<file path="src/rtl/cp0_exc_ctrl.sv">
// cp0_exc_ctrl: coprocessor-0 for the MIPS54 core.
// Holds Status, Cause, EPC, PRId and, when built with CP0_TIMER_EN defined, the
// Count/Compare timer.
// Prioritises synchronous exceptions over masked interrupts. Nests up to three
// exception levels through the Status frame stack. Supplies the PC redirect
// target for exception entry and ERET.
module cp0_exc_ctrl #(
    parameter int unsigned NUM_IRQ    = 6,
    parameter logic [31:0] EXC_VECTOR = 32'h00400004,
    parameter logic [31:0] PRID       = 32'h00018000
) (
    input  logic               clk,
    input  logic               rst,
    input  logic [31:0]        pc,
    input  logic               exc_req,
    input  logic [4:0]         exc_code,
    input  logic               teq_cond,
    input  logic [NUM_IRQ-1:0] irq,
    input  logic               int_ok,
    input  logic               mtc0,
    input  logic               eret,
    input  logic [4:0]         addr,
    input  logic [31:0]        wdata,
    output logic [31:0]        rdata,
    output logic [31:0]        exc_addr,
    output logic               exc_taken,
    output logic               int_pending,
    output logic [31:0]        status_o,
    output logic [31:0]        epc_o
);

    localparam logic [4:0] REG_COUNT   = 5'd9;
    localparam logic [4:0] REG_COMPARE = 5'd11;
    localparam logic [4:0] REG_STATUS  = 5'd12;
    localparam logic [4:0] REG_CAUSE   = 5'd13;
    localparam logic [4:0] REG_EPC     = 5'd14;
    localparam logic [4:0] REG_PRID    = 5'd15;

    localparam logic [4:0] CODE_SYSCALL = 5'd8;
    localparam logic [4:0] CODE_BREAK   = 5'd9;
    localparam logic [4:0] CODE_TEQ     = 5'd13;

    // Architectural state: frame stack Status[14:0], mask Status[23:16], Cause ExcCode, EPC
    logic [14:0]        stk_q, stk_d;
    logic [7:0]         im_q, im_d;
    logic [4:0]         excode_q, excode_d;
    logic [31:0]        epc_q, epc_d;
    logic [NUM_IRQ-1:0] irq_meta_q, irq_sync_q;

    logic        timer_pend;
    logic [31:0] count_val, compare_val;
    logic [7:0]  ip;
    logic        sync_exc;
    logic        wr_en;
    logic [31:0] cause_val;

    // Only Status[23:16] and [14:0] are writable; the other data bits have no home.
    logic unused_wdata;
    assign unused_wdata = ^{wdata[31:24], wdata[15]};

    // Pending-interrupt vector: synchronised lines plus the timer in IP[7]
    always_comb begin
        ip              = '0;
        ip[NUM_IRQ-1:0] = irq_sync_q;
        ip[7]           = timer_pend;
    end

    assign cause_val   = {8'b0, ip, 9'b0, excode_q, 2'b0};
    assign status_o    = {8'b0, im_q, 1'b0, stk_q};
    assign epc_o       = epc_q;

    assign sync_exc    = stk_q[0] & exc_req &
                         (((exc_code == CODE_SYSCALL) & stk_q[1]) |
                          ((exc_code == CODE_BREAK)   & stk_q[2]) |
                          ((exc_code == CODE_TEQ)     & stk_q[3] & teq_cond));
    assign int_pending = stk_q[0] & stk_q[4] & (|(ip & im_q));
    assign exc_taken   = sync_exc | (int_pending & int_ok & ~exc_req);
    assign exc_addr    = (eret && !exc_taken) ? epc_q : EXC_VECTOR;

    // An MTC0 loses to a simultaneous exception entry or ERET
    assign wr_en       = mtc0 & ~exc_taken & ~eret;

    // Next-state for Status, Cause and EPC: exception entry > ERET > MTC0
    always_comb begin
        // NOTE: every output gets a default first so no path leaves it unassigned (no latch).
        stk_d    = stk_q;
        im_d     = im_q;
        excode_d = excode_q;
        epc_d    = epc_q;
        if (exc_taken) begin
            stk_d    = {stk_q[9:0], 5'b0};
            excode_d = sync_exc ? exc_code : 5'd0;
            epc_d    = pc;
        end else if (eret) begin
            stk_d = {5'b0, stk_q[14:5]};
        end else if (wr_en) begin
            if (addr == REG_STATUS) begin
                stk_d = wdata[14:0];
                im_d  = wdata[23:16];
            end
            if (addr == REG_EPC) epc_d = wdata;
        end
    end

    // State registers and the two-flop interrupt synchroniser
    always_ff @(posedge clk or posedge rst) begin
        if (rst) begin
            stk_q      <= '0;
            im_q       <= '0;
            excode_q   <= '0;
            epc_q      <= '0;
            irq_meta_q <= '0;
            irq_sync_q <= '0;
        end else begin
            // NOTE: non-blocking assignments so every flop samples pre-edge values.
            stk_q      <= stk_d;
            im_q       <= im_d;
            excode_q   <= excode_d;
            epc_q      <= epc_d;
            irq_meta_q <= irq;
            irq_sync_q <= irq_meta_q;
        end
    end

`ifdef CP0_TIMER_EN
    logic [31:0] count_q, count_d, compare_q, compare_d;
    logic        tpend_q, tpend_d;

    // Timer next-state: free-running count, match sets pending, Compare write clears it
    always_comb begin
        count_d   = count_q + 32'd1;
        compare_d = compare_q;
        tpend_d   = tpend_q;
        if ((count_q == compare_q) && (compare_q != 32'd0)) tpend_d = 1'b1;
        if (wr_en && (addr == REG_COUNT)) count_d = wdata;
        if (wr_en && (addr == REG_COMPARE)) begin
            compare_d = wdata;
            tpend_d   = 1'b0;
        end
    end

    // Timer registers
    always_ff @(posedge clk or posedge rst) begin
        if (rst) begin
            count_q   <= '0;
            compare_q <= '0;
            tpend_q   <= 1'b0;
        end else begin
            count_q   <= count_d;
            compare_q <= compare_d;
            tpend_q   <= tpend_d;
        end
    end

    assign timer_pend  = tpend_q;
    assign count_val   = count_q;
    assign compare_val = compare_q;
`else
    assign timer_pend  = 1'b0;
    assign count_val   = 32'd0;
    assign compare_val = 32'd0;
`endif

    // MFC0 read mux; unimplemented registers read 0
    always_comb begin
        rdata = 32'd0;
        case (addr)
            REG_COUNT:   rdata = count_val;
            REG_COMPARE: rdata = compare_val;
            REG_STATUS:  rdata = status_o;
            REG_CAUSE:   rdata = cause_val;
            REG_EPC:     rdata = epc_q;
            REG_PRID:    rdata = PRID;
            default:     rdata = 32'd0;
        endcase
    end

endmodule
</file>
<file path="config.mk">
export PLATFORM = sky130hd
export DESIGN_NAME = cp0_exc_ctrl
export DESIGN_NICKNAME = d
export VERILOG_FILES = /design/src/rtl/cp0_exc_ctrl.sv
export SDC_FILE = /design/constraint.sdc
export NUM_CORES = 1
export LEC_CHECK = 0
export BUFFER_PORTS_ARGS = -buffer_cell sky130_fd_sc_hd__clkbuf_2
export CAP_MARGIN = 0
export CORE_UTILIZATION = 35
export DETAILED_ROUTE_END_ITERATION = 10
export GPL_ROUTABILITY_DRIVEN = 0
export GPL_TIMING_DRIVEN = 0
export PLACE_DENSITY = 0.67
export SKIP_CTS_REPAIR_TIMING = 1
export SLEW_MARGIN = 20
export SYNTH_ARGS = -nofsm -noshare
export SYNTH_HDL_FRONTEND = slang
export SYNTH_SLANG_ARGS = --single-unit
</file>
<file path="constraint.sdc">
create_clock -name clk -period 4.17 [get_ports clk]
set_clock_uncertainty 0.1 [all_clocks]
set_input_delay 0.6255 -clock clk [delete_from_list [all_inputs] [get_ports clk]]
set_output_delay 0.6255 -clock clk [all_outputs]
set_load 0.03 [all_outputs]
</file>
======== After elaboration in Yosys (flattened, before gate mapping) ========
Index checks and enable logic that the tools add are counted.
operators by class
  equality and inequality tests ........... 8
  muxes and demuxes ....................... 11
  reduce and logical (&&, ||, !) cells .... 10
  bitwise logic cells ..................... 19
operator list
  operator                                       number
  two-way mux 32 bit                             5
  case mux 32 bit (4 select lines)               1
  two-way mux 15 bit                             4
  == test 5 x 4 -> 1 bit, second input constant  7
  AND 1 bit                                      12
  AND 6 x 8 -> 8 bit                             1
  OR reduction 8 bit                             1
  nonzero test 3 bit                             2
  two-way mux 5 bit                              1
  AND reduction 4 bit                            1
  nonzero test 2 bit                             2
  NOT 1 bit                                      3
  bitwise OR 1 bit                               3
  AND reduction 3 bit                            1
  != test 2 x 1 -> 1 bit, second input constant  1
  AND reduction 2 bit                            1
  logical AND 1 bit                              1
  zero test 1 bit                                1
word-level totals
  logic and storage cells ................. 54
  register bits ........................... 72

======== Longest topological paths before layout ========
  depth after elaboration ................. 12
  depth in mapped cells ................... 6
  gate-level depth less buffers ........... 4

======== Worst setup path after synthesis ========
No wires, ideal clock.
  path type ............................... input -> output
  start point ............................. input port addr[1]
  end point ............................... output port rdata[16]
  buffers on the path ..................... 2
  arrival time ............................ 2190 ps
  data required time ...................... 3444 ps
  stages .................................. 4
  path slack .............................. 1254 ps
  cell sequence ........................... buf_2 buf_1 a211oi_1 a211oi_1
on the way
  word-level cells in the longest chain between the ends .. 2
  elaborated cells on any way between the ends .. 5
  classes of those cells .................. eq/ne: 4; mux: 1
ends and longest elaborated chain
  what                                  line  source
  start: declaration                    22    input logic [4:0] addr,
  == test 5 x 4 -> 1 bit                167   case (addr)
  case mux 32 bit (4 select lines) (*)  167
  end: declaration                      24    output logic [31:0] rdata,
Every way passes the cells marked *; elsewhere a longest branch is shown, timed or not.

======== Worst setup path in the final report ========
  start point ............................. input port addr[4]
  end point ............................... output port rdata[14]
Same word-level chain as after synthesis.

==> impl_metrics.csv <==
group,metric,value,unit
floorplan,std_cell_rows,39,
logic_synthesis,synth_cells,379,
detailed_routing,ant_nets,0,
place,dp_cells,735,
critical_path,cp.arrival,2800,ps
global_routing,grt_pass1_vias,4020,
job,maxCapViolCount,0,
power_and_ir_drop,swShare,41.87,%
timing,setup_ws,640.7,ps
timing,max_freq,0.2833,GHz
detailed_routing,wl_per_cell,18.71,µm
min_path,hold_path_class,"in2async",
power_and_ir_drop,p_clk_share,24.5,%
cells_and_area,drive_gt1_share,53.95,%
power_and_ir_drop,power.internal,1.763,mW
floorplan,dieArea,12210,µm²
cts,cts_root_buffer,"clkbuf_16",
detailed_routing,vias_per_cell,5.269,
logic_synthesis,synth_warnings,0,
power_and_ir_drop,finalPower,3.034,mW
critical_path,criticalPathCategory,"in2out",
power_and_ir_drop,leakagePower,2.991,nW
cts,worst_skew_pair.late_latency,330,ps
cts,clk_pin_slew,60,ps
logic_synthesis,avgSynthCellArea,10.87,µm²
cells_and_area,n_fill_cell,1075,
detailed_routing,drc,0,
timing,setup-violations-final,0,
logic_synthesis,synth.distinct_cells,37,
timing,period_needed,3529,ps
detailed_routing,first_pass_iters,4,
cells_and_area,fin_nets,690,
timing,tns,0,ps
cts,cts_made_buffers,9,
logic_synthesis,yosysSeqAreaShare,43.74,%
place,place_area,5371,µm²
cells_and_area,final_core_util,49.36,%
cts,cts-htree-levels,3,
logic_synthesis,netlist_area,4119,µm²
place,dp_slack,644.6,ps
floorplan,die_x,110.5,µm
status,status,"complete, no violations",
floorplan,io_pins,217,
floorplan,initial_utilization,35.92,%
cells_and_area,layoutNonFillerInstCount,751,
timing,finalHoldViolations,0,
cts,cts_buffer_depth,2,
cells_and_area,final_area,5660,µm²
power_and_ir_drop,p_seq_share,34.4,%
timing,timing.hold.ws,195.7,ps
timing,rsz0062_at_grt,"no",
timing,fin_crit_sh,84.64,%
critical_path,cp_data_required_time,3440,ps
critical_path,end_kind,"output pin",
detailed_routing,via_count,3957,
logic_synthesis,ys_ff_latch,72,
power_and_ir_drop,p_comb_share,41.1,%
global_routing,grt_pass1_wl,21.83,mm
timing,drv_slew,0,
global_routing,grt_max_degree,41,
global_routing,gr-usage-all-layers,23.22,%
critical_path,path_max_fanout,10,
timing,slew_headroom,49.48,%
floorplan,core-area,11470,µm²
power_and_ir_drop,ir_drop,0.3550,mV
power_and_ir_drop,pwr_density_cell,536.0,nW/µm²
timing,tightest_slew,757.9,ps
critical_path,cp-start-kind,"primary input",
cells_and_area,diodes,0,
place,port_buffers,204,
global_routing,grt_antenna_before_repair,0,
cts,cts_tree,"done",
cells_and_area,synthToLayoutAreaGrowth,37.42,%
detailed_routing,drt_iter0_drc,159,
cts,cts_sinks,72,
power_and_ir_drop,p_sw,1.270,mW
global_routing,grt-ovfl-total,0,
detailed_routing,routed_wirelength,14.05,mm
place,dp_hpwl,10.73,mm
floorplan,fp.dieH,110.5,µm
==> sequential cells by signal, summed over array words and instances (netlist names) <==
name,flops
irq_sync_q,6
epc_o,32
im_q,8
excode_q,5
irq_meta_q,6
stk_q,15
==> power by group through the flow <==
stage | Clock, mW | Combinational (mW) | Sequential [mW]
after detailed placement | 0 | 1.25 | 1.06
final | 0.744 | 1.25 | 1.04
after global placement | 0 | 1.23 | 1.04
after CTS | 0.763 | 1.25 | 1.04
after global routing | 0.793 | 1.32 | 1.07
after floorplan | 0 | 0.592 | 1.31
==> metal layers <==
| metal | wire length [µm] | track usage, % | part of all wire (%) |
|---|---|---|---|
| met3 | 1006 | 5.928 | 7.2 |
| met4 | 257 | 8.356 | 1.8 |
| met5 | 0 | 0 | 0 |
| met1 | 5937 | 28.54 | 42 |
| met2 | 6850 | 39.21 | 49 |
==> cells in the mapped netlist, drive strengths merged <==
cell | count | area (µm²)
mux2 | 81 | 912.1
dfrtp | 72 | 1802
and3 | 36 | 225.2
nor2 | 26 | 97.59
clkbuf | 21 | 78.83
buf | 19 | 118.9
a21oi | 16 | 83.83
a22o | 14 | 122.6
and2 | 11 | 68.82
mux2i | 10 | 100.1
inv | 9 | 33.78
a211oi | 8 | 60.06
nand2 | 8 | 32.54
a2111oi | 6 | 71.32
nand4b | 6 | 52.55
o21ai | 6 | 30.03
nand3 | 5 | 25.02
o311ai | 4 | 35.03
a22oi | 3 | 22.52
nand3b | 3 | 22.52
nor2b | 3 | 18.77
a31oi | 2 | 18.77
nand4 | 2 | 12.51
or3b | 2 | 17.52
and3b | 1 | 8.760
conb | 1 | 3.750
nor3 | 1 | 5.000
nor3b | 1 | 18.77
o211ai | 1 | 12.51
o21bai | 1 | 7.510
==> worst max-delay path: stages <==
cell      delay (ps)
clkbuf_2          90
nand3b_1         410
nor3_1           620
clkbuf_1         620
a22o_1           230
clkbuf_2         200
==> logic make-up (layout without fill, tap and decap cells) <==
family,count (synthesis),count (layout),synth area share [%]
flip-flops,72,72,43.74
AND/OR/NAND/NOR,105,105,14.70
multiplexers,91,91,24.57
other,1,9,0.09104
AO/OA/AOI/OAI,61,61,11.27
buffers and inverters,49,270,5.620
==> layout make-up <==
| class | instances | area, µm² | share of cell area [%] |
|---|---|---|---|
| Clock buffer | 10 | 239.0 | 4.222 |
| Sequential cell | 72 | 1802 | 31.83 |
| Clock inverter | 6 | 50.05 | 0.8842 |
| Timing Repair Buffer | 205 | 1041 | 18.39 |
| Buffer | 40 | 197.7 | 3.492 |
| Inverter | 9 | 36.28 | 0.6410 |
| Tap cell | 143 | 178.9 | 3.161 |
| Multi-Input combinational cell | 266 | 2116 | 37.38 |
==> cell usage in the layout (no fill, tap or decap), types with 4 or more instances in the layout <==
cell type / synthesis / routed
inv_1: 9 / 8
o21ai_0: 6 / 6
nand3_1: 5 / 5
buf_2: 8 / 8
and3_1: 36 / 36
nand2_1: 7 / 7
nor2_1: 26 / 26
a2111oi_0: 5 / 5
a211oi_1: 8 / 8
a22o_1: 14 / 14
mux2_2: 80 / 80
dfrtp_1: 72 / 72
and2_1: 11 / 11
clkbuf_1: 21 / 21
nand4b_1: 6 / 6
conb_1: 1 / 9
mux2i_1: 10 / 10
clkbuf_16: 0 / 9
buf_4: 10 / 10
clkbuf_2: 0 / 204
o311ai_0: 4 / 4
a21oi_1: 15 / 15
==> worst paths after layout <==
kind / startpoint / to / slack [ps] / cells after the start
max: addr[4] / rdata[14] / 640 / 6
min: rst / epc_o[3] / 200 / 2
min in group clk: irq_meta_q[2] / irq_sync_q[2] / 250 / 0
min reg2reg: irq_meta_q[2] / irq_sync_q[2] / 250 / 0
max reg2reg: im_q[2] / stk_q[6] / 1630 / 5
max in group asynchronous: rst / epc_o[28] / 3210 / 3
No activity file was read; power rests on OpenSTA's default activity.
